`config.mk`:
```
export PLATFORM = sky130hd
export DESIGN_NAME = alu_arbiter_flat
export DESIGN_NICKNAME = d
export VERILOG_FILES = /design/src/rtl/alu_arbiter_pkg.sv /design/src/rtl/alu_arbiter_if.sv /design/src/rtl/alu_arbiter_alu.sv /design/src/rtl/alu_arbiter.sv /design/src/flat_wrapper.sv
export SDC_FILE = /design/constraint.sdc
export NUM_CORES = 1
export LEC_CHECK = 0
export BUFFER_PORTS_ARGS = -buffer_cell sky130_fd_sc_hd__buf_2
export CAP_MARGIN = 20
export CORE_UTILIZATION = 52
export DETAILED_ROUTE_END_ITERATION = 16
export PLACE_DENSITY = 0.86
export RECOVER_POWER = 50
export SLEW_MARGIN = 20
export SYNTH_ARGS = -nofsm -noshare
export SYNTH_HDL_FRONTEND = slang
export SYNTH_SLANG_ARGS = --single-unit
```
`constraint.sdc`:
```
create_clock -name clk -period 4.2 [get_ports clk]
set_input_delay 0.63 -clock clk [delete_from_list [all_inputs] [get_ports clk]]
set_output_delay 0.63 -clock clk [all_outputs]
set_load 0.02 [all_outputs]
```
`src/rtl/alu_arbiter_pkg.sv`:
```
// alu_arbiter_pkg: ALUOp encodings, count constants and leading-zero helper shared by the arbiter slice
package alu_arbiter_pkg;
   typedef enum logic [2:0] {
      OP_ADD     = 3'b000,
      OP_SUB     = 3'b001,
      OP_OR      = 3'b010,
      OP_XOR     = 3'b011,
      OP_NOR     = 3'b100,
      OP_CLO     = 3'b101,
      OP_CLZ     = 3'b110,
      OP_ILLEGAL = 3'b111
   } alu_op_e;
   localparam logic [31:0] ALL_BITS = 32'h20;
   // Scans upward so the last hit is the highest set bit; no set bit leaves ALL_BITS.
   function automatic logic [31:0] lead_zeros(input logic [31:0] v);
      lead_zeros = ALL_BITS;
      for (int i = 0; i < 32; i++)
         if (v[i]) lead_zeros = 32'(31 - i);
   endfunction
endpackage

```
`src/rtl/alu_arbiter_if.sv`:
```
// alu_arbiter_if: request/response handshake bundle between two requesters, one consumer and the arbiter
//   req0_*/req1_* : valid, ready, operands a/b, 3-bit ALUOp
//   rsp_*         : valid, ready, id, result, err
//   gnt_cnt0/1    : per-requester accepted-op counters (CNT_W bits, saturating)
//   master = requester/consumer side, slave = arbiter side
interface alu_arbiter_if #(parameter int CNT_W = 16);
   logic             req0_valid, req0_ready;
   logic [31:0]      req0_a, req0_b;
   logic [2:0]       req0_op;
   logic             req1_valid, req1_ready;
   logic [31:0]      req1_a, req1_b;
   logic [2:0]       req1_op;
   logic             rsp_valid, rsp_ready, rsp_id, rsp_err;
   logic [31:0]      rsp_result;
   logic [CNT_W-1:0] gnt_cnt0, gnt_cnt1;
   modport master (
      output req0_valid, req0_a, req0_b, req0_op,
      output req1_valid, req1_a, req1_b, req1_op,
      output rsp_ready,
      input  req0_ready, req1_ready, rsp_valid, rsp_id, rsp_err, rsp_result, gnt_cnt0, gnt_cnt1
   );
   modport slave (
      input  req0_valid, req0_a, req0_b, req0_op,
      input  req1_valid, req1_a, req1_b, req1_op,
      input  rsp_ready,
      output req0_ready, req1_ready, rsp_valid, rsp_id, rsp_err, rsp_result, gnt_cnt0, gnt_cnt1
   );
endinterface

```
`src/rtl/alu_arbiter_alu.sv`:
```
// alu_arbiter_alu: combinational 32-bit alu
//   a_i, b_i : operands (b_i ignored for CLO/CLZ)
//   op_i     : ALUOp
//   result_o : outcome, 0 for the illegal op
//   err_o    : op was the illegal encoding
module alu_arbiter_alu
   import alu_arbiter_pkg::*;
(
   input  logic [31:0] a_i,
   input  logic [31:0] b_i,
   input  logic [2:0]  op_i,
   output logic [31:0] result_o,
   output logic        err_o
);
   always_comb begin
      err_o    = op_i == OP_ILLEGAL;
      result_o = op_i == OP_ADD ? a_i + b_i :
                 op_i == OP_SUB ? a_i - b_i :
                 op_i == OP_OR  ? a_i | b_i :
                 op_i == OP_XOR ? a_i ^ b_i :
                 op_i == OP_NOR ? ~(a_i | b_i) :
                 op_i == OP_CLO ? lead_zeros(~a_i) :
                 op_i == OP_CLZ ? lead_zeros(a_i) : '0;
   end
endmodule

```
`src/rtl/alu_arbiter.sv`:
```
// alu_arbiter: shares one alu between two requesters with round-robin/fixed grant and a registered response
//   clk   : rising-edge clock
//   reset : asynchronous active-low reset
//   bus   : alu_arbiter_if slave (request ports, response port, grant counters)
//   RR_EN : 1 = round-robin, 0 = req0 always wins a tie
//   CNT_W : grant counter width
module alu_arbiter
   import alu_arbiter_pkg::*;
#(
   parameter bit RR_EN = 1'b1,
   parameter int CNT_W = 16
) (
   input logic          clk,
   input logic          reset,
   alu_arbiter_if.slave bus
);
   logic             free, win1, rdy0, rdy1, acc;
   logic             ptr_q, ptr_d;
   logic             rsp_valid_q, rsp_valid_d, rsp_id_q, rsp_id_d, rsp_err_q, rsp_err_d;
   logic [31:0]      rsp_result_q, rsp_result_d;
   logic [31:0]      alu_a, alu_b, alu_result;
   logic [2:0]       alu_op;
   logic             alu_err;
   logic [CNT_W-1:0] cnt0_q, cnt0_d, cnt1_q, cnt1_d;

   alu_arbiter_alu u_alu (
      .a_i      (alu_a),
      .b_i      (alu_b),
      .op_i     (alu_op),
      .result_o (alu_result),
      .err_o    (alu_err)
   );

   // ptr_q=1 hands a tie to req1; it only moves on an accept, so an idle side keeps its turn.
   always_comb begin
      free         = !rsp_valid_q || bus.rsp_ready;
      win1         = (bus.req0_valid && bus.req1_valid) ? (RR_EN && ptr_q) : bus.req1_valid;
      rdy0         = free && bus.req0_valid && !win1;
      rdy1         = free && bus.req1_valid && win1;
      acc          = rdy0 || rdy1;
      alu_a        = win1 ? bus.req1_a : bus.req0_a;
      alu_b        = win1 ? bus.req1_b : bus.req0_b;
      alu_op       = win1 ? bus.req1_op : bus.req0_op;
      rsp_valid_d  = acc || (rsp_valid_q && !bus.rsp_ready);
      rsp_id_d     = acc ? win1 : rsp_id_q;
      rsp_err_d    = acc ? alu_err : rsp_err_q;
      rsp_result_d = acc ? alu_result : rsp_result_q;
      ptr_d        = acc ? !win1 : ptr_q;
      cnt0_d       = (rdy0 && !(&cnt0_q)) ? cnt0_q + 1'b1 : cnt0_q;
      cnt1_d       = (rdy1 && !(&cnt1_q)) ? cnt1_q + 1'b1 : cnt1_q;
   end

   always_ff @(posedge clk or negedge reset) begin
      if (!reset) begin
         rsp_valid_q  <= 1'b0;
         rsp_id_q     <= 1'b0;
         rsp_err_q    <= 1'b0;
         rsp_result_q <= '0;
         ptr_q        <= 1'b0;
         cnt0_q       <= '0;
         cnt1_q       <= '0;
      end else begin
         rsp_valid_q  <= rsp_valid_d;
         rsp_id_q     <= rsp_id_d;
         rsp_err_q    <= rsp_err_d;
         rsp_result_q <= rsp_result_d;
         ptr_q        <= ptr_d;
         cnt0_q       <= cnt0_d;
         cnt1_q       <= cnt1_d;
      end
   end

   assign bus.req0_ready = rdy0;
   assign bus.req1_ready = rdy1;
   assign bus.rsp_valid  = rsp_valid_q;
   assign bus.rsp_id     = rsp_id_q;
   assign bus.rsp_err    = rsp_err_q;
   assign bus.rsp_result = rsp_result_q;
   assign bus.gnt_cnt0   = cnt0_q;
   assign bus.gnt_cnt1   = cnt1_q;
endmodule

```
`src/flat_wrapper.sv`:
```
// flat-port wrapper written by rule: the top's interface ports become plain ports
module alu_arbiter_flat import alu_arbiter_pkg::*;
#(
   parameter bit RR_EN = 1'b1,
   parameter int CNT_W = 16
)
  (clk, reset, bus_req0_valid, bus_req0_a, bus_req0_b, bus_req0_op, bus_req1_valid, bus_req1_a, bus_req1_b, bus_req1_op, bus_rsp_ready, bus_req0_ready, bus_req1_ready, bus_rsp_valid, bus_rsp_id, bus_rsp_err, bus_rsp_result, bus_gnt_cnt0, bus_gnt_cnt1);
  alu_arbiter_if #(.CNT_W(CNT_W)) bus_i ();
  input logic clk;
  input logic reset;
  input wire logic [$bits(bus_i.req0_valid)-1:0] bus_req0_valid;
  input wire logic [$bits(bus_i.req0_a)-1:0] bus_req0_a;
  input wire logic [$bits(bus_i.req0_b)-1:0] bus_req0_b;
  input wire logic [$bits(bus_i.req0_op)-1:0] bus_req0_op;
  input wire logic [$bits(bus_i.req1_valid)-1:0] bus_req1_valid;
  input wire logic [$bits(bus_i.req1_a)-1:0] bus_req1_a;
  input wire logic [$bits(bus_i.req1_b)-1:0] bus_req1_b;
  input wire logic [$bits(bus_i.req1_op)-1:0] bus_req1_op;
  input wire logic [$bits(bus_i.rsp_ready)-1:0] bus_rsp_ready;
  output wire logic [$bits(bus_i.req0_ready)-1:0] bus_req0_ready;
  output wire logic [$bits(bus_i.req1_ready)-1:0] bus_req1_ready;
  output wire logic [$bits(bus_i.rsp_valid)-1:0] bus_rsp_valid;
  output wire logic [$bits(bus_i.rsp_id)-1:0] bus_rsp_id;
  output wire logic [$bits(bus_i.rsp_err)-1:0] bus_rsp_err;
  output wire logic [$bits(bus_i.rsp_result)-1:0] bus_rsp_result;
  output wire logic [$bits(bus_i.gnt_cnt0)-1:0] bus_gnt_cnt0;
  output wire logic [$bits(bus_i.gnt_cnt1)-1:0] bus_gnt_cnt1;
  assign bus_i.req0_valid = bus_req0_valid;
  assign bus_i.req0_a = bus_req0_a;
  assign bus_i.req0_b = bus_req0_b;
  assign bus_i.req0_op = bus_req0_op;
  assign bus_i.req1_valid = bus_req1_valid;
  assign bus_i.req1_a = bus_req1_a;
  assign bus_i.req1_b = bus_req1_b;
  assign bus_i.req1_op = bus_req1_op;
  assign bus_i.rsp_ready = bus_rsp_ready;
  assign bus_req0_ready = bus_i.req0_ready;
  assign bus_req1_ready = bus_i.req1_ready;
  assign bus_rsp_valid = bus_i.rsp_valid;
  assign bus_rsp_id = bus_i.rsp_id;
  assign bus_rsp_err = bus_i.rsp_err;
  assign bus_rsp_result = bus_i.rsp_result;
  assign bus_gnt_cnt0 = bus_i.gnt_cnt0;
  assign bus_gnt_cnt1 = bus_i.gnt_cnt1;
  alu_arbiter #(.RR_EN(RR_EN), .CNT_W(CNT_W)) u_core (.clk(clk), .reset(reset), .bus(bus_i));
endmodule
```
==> impl_metrics.env <==
export IMPL_status="finished with violations"
export IMPL_failed_checks="max-capacitance violations, max-slew violations"
export IMPL_setup_viol=0
export IMPL_cellPowerDensity_nw_per_um2=396
export IMPL_ff_latch_area_um2=1700
export IMPL_grt_first_pass_wirelength_mm=59.6
export IMPL_row_count=49
export IMPL_timing_fmax_mhz=242
export IMPL_yosys_warnings=0
export IMPL_grt_util_all_layers_pct=41.2
export IMPL_grt_start_max_net_pins=41
export IMPL_worst_ep_required_time_ns=4.42
export IMPL_finalCriticalPeriod_ns=4.13
export IMPL_max_slew_margin_pct=-42.3
export IMPL_critical_path_cell_chain="buf_2 > nor2b_2 > buf_4 > nor2_2 > buf_4 > nand2_1 > nand2_1 > inv_1 > ha_1 > or3_4 > a2111oi_4 > o21ai_2 > a21oi_2 > o211ai_1 > a211o_1 > buf_4 > nand4_1 > o21ai_0 > o32a_1"
export IMPL_drt_drc_violations_left=0
export IMPL_post_synth_cell_area_avg_um2=7.16
export IMPL_synth_cell_type_count=80
export IMPL_design_core_area_um2=18000
export IMPL_timing_setup_critical_path_class="in -> reg"
export IMPL_synthesis_area_um2=9580
export IMPL_horizontal_die_dimension_um=138
export IMPL_syn_instance_count=1337
export IMPL_design_portCount=208
export IMPL_critical_path_endpoint_type="flip-flop"
export IMPL_drt_iter0_markers=1379
export IMPL_globalRouteOverflowTotal=0
export IMPL_crit_path_frequent_cell="sky130_fd_sc_hd__buf_4"
export IMPL_number_of_global_route_vias_before_repair=11400
export IMPL_dp_hpwl_mm=30.9
export IMPL_via_per_inst=6.25
export IMPL_filler_cell_count=1540
export IMPL_clock_tree_htree_level_count=3
export IMPL_io_buffers=207
export IMPL_yosys_area_top_type="sky130_fd_sc_hd__dfrtp_1"
export IMPL_timing_final_max_slew_violations=30
export IMPL_synthToLayoutAreaGrowth_pct=32.4
export IMPL_ant_nets=0
export IMPL_overall_power_after_layout_uw=5020
export IMPL_finalSetupTns_ns=0
export IMPL_holdCritPathClass="reg -> reg"
export IMPL_max_stage_delay_ns=0.44
export IMPL_p_leak_uw=0.00613
export IMPL_design_die_area_um2=19000
export IMPL_worstPathArrival_ns=4.36
export IMPL_clk_root_buffer_cell="sky130_fd_sc_hd__clkbuf_16"
export IMPL_worst_slew_pin_transition_ns=2.14
export IMPL_post_route_cells_drive_above_1_share_pct=25.2
export IMPL_timing_hold_ws_ns=0.486
export IMPL_crit_fanout=8
export IMPL_number_of_detailed_routing_iterations_run_before_antenna_repair=7
export IMPL_synth_async_reset_ratio_pct=100
export IMPL_final_period_utilization_pct=98.4
export IMPL_netlist_top_cells_area="sky130_fd_sc_hd__dfrtp_1 (18%), sky130_fd_sc_hd__ha_1 (13%), sky130_fd_sc_hd__nand2_1 (7.0%), sky130_fd_sc_hd__a21oi_1 (5.7%), sky130_fd_sc_hd__nor2_1 (5.0%)"
export IMPL_synth_sequential_area_ratio_pct=17.8
export IMPL_cts_tree="yes"
export IMPL_cts_path_max_buffers=2
export IMPL_post_route_util_pct=70.4
export IMPL_gp_congestion=1.02
export IMPL_crit_path_top_delay_cell="sky130_fd_sc_hd__or3_4"
export IMPL_numClockSinks=68
export IMPL_vdd_ir_drop_max_uv=421
export IMPL_finalNetCount=1937
export IMPL_critical_path_top_delay_family="compound AO/OA/AOI/OAI gates"
export IMPL_footprint_of_the_multi_input_gates_um2=7410
export IMPL_die_h_um=138
export IMPL_synth_seq_cells=68
export IMPL_wl_per_cell_um=20.2
export IMPL_clock_latency_ns=0.36
export IMPL_synth_edff_count=0
export IMPL_antenna_violations_before_repair=2
export IMPL_hold_viol_final=0
export IMPL_cts_inserted_buffers=9
export IMPL_initial_core_util_pct=53.1
export IMPL_fin_skew_ns=0.0196
export IMPL_clk_transition_reported_paths_ns=0.07
export IMPL_wirelength_mm=39.2
export IMPL_critical_path_n_buffers_inverters=5
export IMPL_max_cap_violations=1
export IMPL_critPathLaunchType="input pin"
export IMPL_postSynth_topFlopCell="sky130_fd_sc_hd__dfrtp_1"
export IMPL_route_vias_total=12092
export IMPL_syn_nets=1574
export IMPL_synthDominantCellAreaShare_pct=17.8
cell usage in the layout, fill, tap and decap left out, types with 7 or more instances in the layout:
master / n
sky130_fd_sc_hd__a21oi_1: 104
sky130_fd_sc_hd__o22ai_1: 10
sky130_fd_sc_hd__buf_4: 206
sky130_fd_sc_hd__mux2i_2: 10
sky130_fd_sc_hd__nand2_1: 178
sky130_fd_sc_hd__o31ai_1: 9
sky130_fd_sc_hd__a211oi_1: 20
sky130_fd_sc_hd__nand2b_1: 14
sky130_fd_sc_hd__buf_2: 150
sky130_fd_sc_hd__nor2b_1: 11
sky130_fd_sc_hd__or4_1: 8
sky130_fd_sc_hd__and3_1: 15
sky130_fd_sc_hd__nor3_1: 30
sky130_fd_sc_hd__o211ai_1: 15
sky130_fd_sc_hd__clkbuf_1: 58
sky130_fd_sc_hd__nor2_1: 125
sky130_fd_sc_hd__a31oi_1: 28
sky130_fd_sc_hd__clkbuf_16: 9
sky130_fd_sc_hd__and4_1: 12
sky130_fd_sc_hd__nor4_1: 12
sky130_fd_sc_hd__nand4_1: 26
sky130_fd_sc_hd__xor2_1: 10
sky130_fd_sc_hd__o21a_1: 10
sky130_fd_sc_hd__a21o_1: 11
sky130_fd_sc_hd__o311ai_0: 7
sky130_fd_sc_hd__a221oi_1: 10
sky130_fd_sc_hd__or3_1: 9
sky130_fd_sc_hd__inv_1: 100
sky130_fd_sc_hd__ha_1: 95
sky130_fd_sc_hd__dfrtp_1: 68
sky130_fd_sc_hd__nand3_1: 27
sky130_fd_sc_hd__mux2i_1: 34
sky130_fd_sc_hd__and2_1: 9
sky130_fd_sc_hd__xnor2_1: 33
sky130_fd_sc_hd__a21oi_2: 7
sky130_fd_sc_hd__o21ai_0: 84
per-layer routing:
metal | global-route usage [%] | share of wire (%) | wire (µm)
met2 | 68.3 | 46 | 17800
met3 | 8.06 | 10 | 3900
met1 | 50.2 | 39 | 15200
met5 | 0 | 0.023 | 9
met4 | 21.4 | 5.6 | 2200
power breakdown:
part	switching [µW]	leakage [µW]	internal (µW)	total (µW)
clock network	319	0.000167	582	900
registers	150	0.000854	818	968
logic	1890	0.00511	1260	3150
total	2360	0.00613	2660	5020
cells by family after synthesis:
logic type | synth area share, %
DFF | 17.8
adders and majority gates | 13.0
and+or+nand+nor | 24.7
xor gates and xnor gates | 3.93
AOI/OAI and AO/OA | 28.3
buffers and inverters | 6.84
muxes | 5.49
tightest hold or removal path: stages (launching register included):
cell and delay [ns]:
sky130_fd_sc_hd__dfrtp_1 0.35, sky130_fd_sc_hd__nand2_1 0.05, sky130_fd_sc_hd__o31ai_1 0.05
path summary, 6_finish.rpt:
check | start | cells after the start | endpoint | slack [ns]
max | bus_req0_valid | 19 | u_core.bus.rsp_result[31]$_DFFE_PN0P_ | 0.07
min | u_core.bus.rsp_result[21]$_DFFE_PN0P_ | 2 | u_core.bus.rsp_result[21]$_DFFE_PN0P_ | 0.49
max reg2reg | u_core.ptr_q$_DFFE_PN0P_ | 16 | u_core.bus.rsp_result[31]$_DFFE_PN0P_ | 0.09
min reg2reg | u_core.bus.rsp_result[21]$_DFFE_PN0P_ | 2 | u_core.bus.rsp_result[21]$_DFFE_PN0P_ | 0.49
max in group asynchronous | reset | 2 | u_core.bus.gnt_cnt1[13]$_DFFE_PN0P_ | 1.39
min in group asynchronous | reset | 1 | u_core.bus.rsp_result[15]$_DFFE_PN0P_ | 0.91
synth_stat cells (all sizes together), types with 27 or more instances:
library cell  instances
nand2               179
ha                   96
a21oi               111
xnor2                33
inv                 100
dfrtp                68
a31oi                28
mux2i                46
clkbuf               51
nor3                 30
o21ai                92
nor2                128
nand3                27
registers in the layout, indices dropped and copies added (netlist names):
register / count
u_core.bus.rsp_err: 1
u_core.bus.rsp_valid: 1
u_core.bus.rsp_id: 1
u_core.bus.rsp_result: 32
u_core.ptr_q: 1
u_core.bus.gnt_cnt0: 16
u_core.bus.gnt_cnt1: 16
final cells by class:
class	instances	area share, %
Timing Repair Buffer	417	20.2
Antenna cell	1	0.0197
Multi-Input combinational cell	1104	58.4
Tap cell	229	2.26
Clock inverter	6	0.888
Inverter	100	2.96
Sequential cell	68	13.4
Clock buffer	10	1.81
through the flow:
step           worst slack [ns]  cell area, µm²  cells
3_5_place_dp             -0.295           12200   1915
6_report                 0.0659           12700   1935
4_1_cts                  0.0206           12600   1931
2_1_floorplan           0.00724            9620   1337
3_3_place_gp             -0.178           12200   1915
5_1_grt                 -0.0735           12700   1935
what timing repair did:
| action | in CTS | in global routing |
|---|---|---|
| setup buffers | 0 | 3 |
| hold buffers | 0 | 0 |
| resized for setup | 3 | 35 |
| pin swaps | 0 | 3 |
| setup endpoints to repair | 3 | 17 |
| endpoints found under the hold margin | 0 | 0 |
Power figures use the tool's default switching activity.
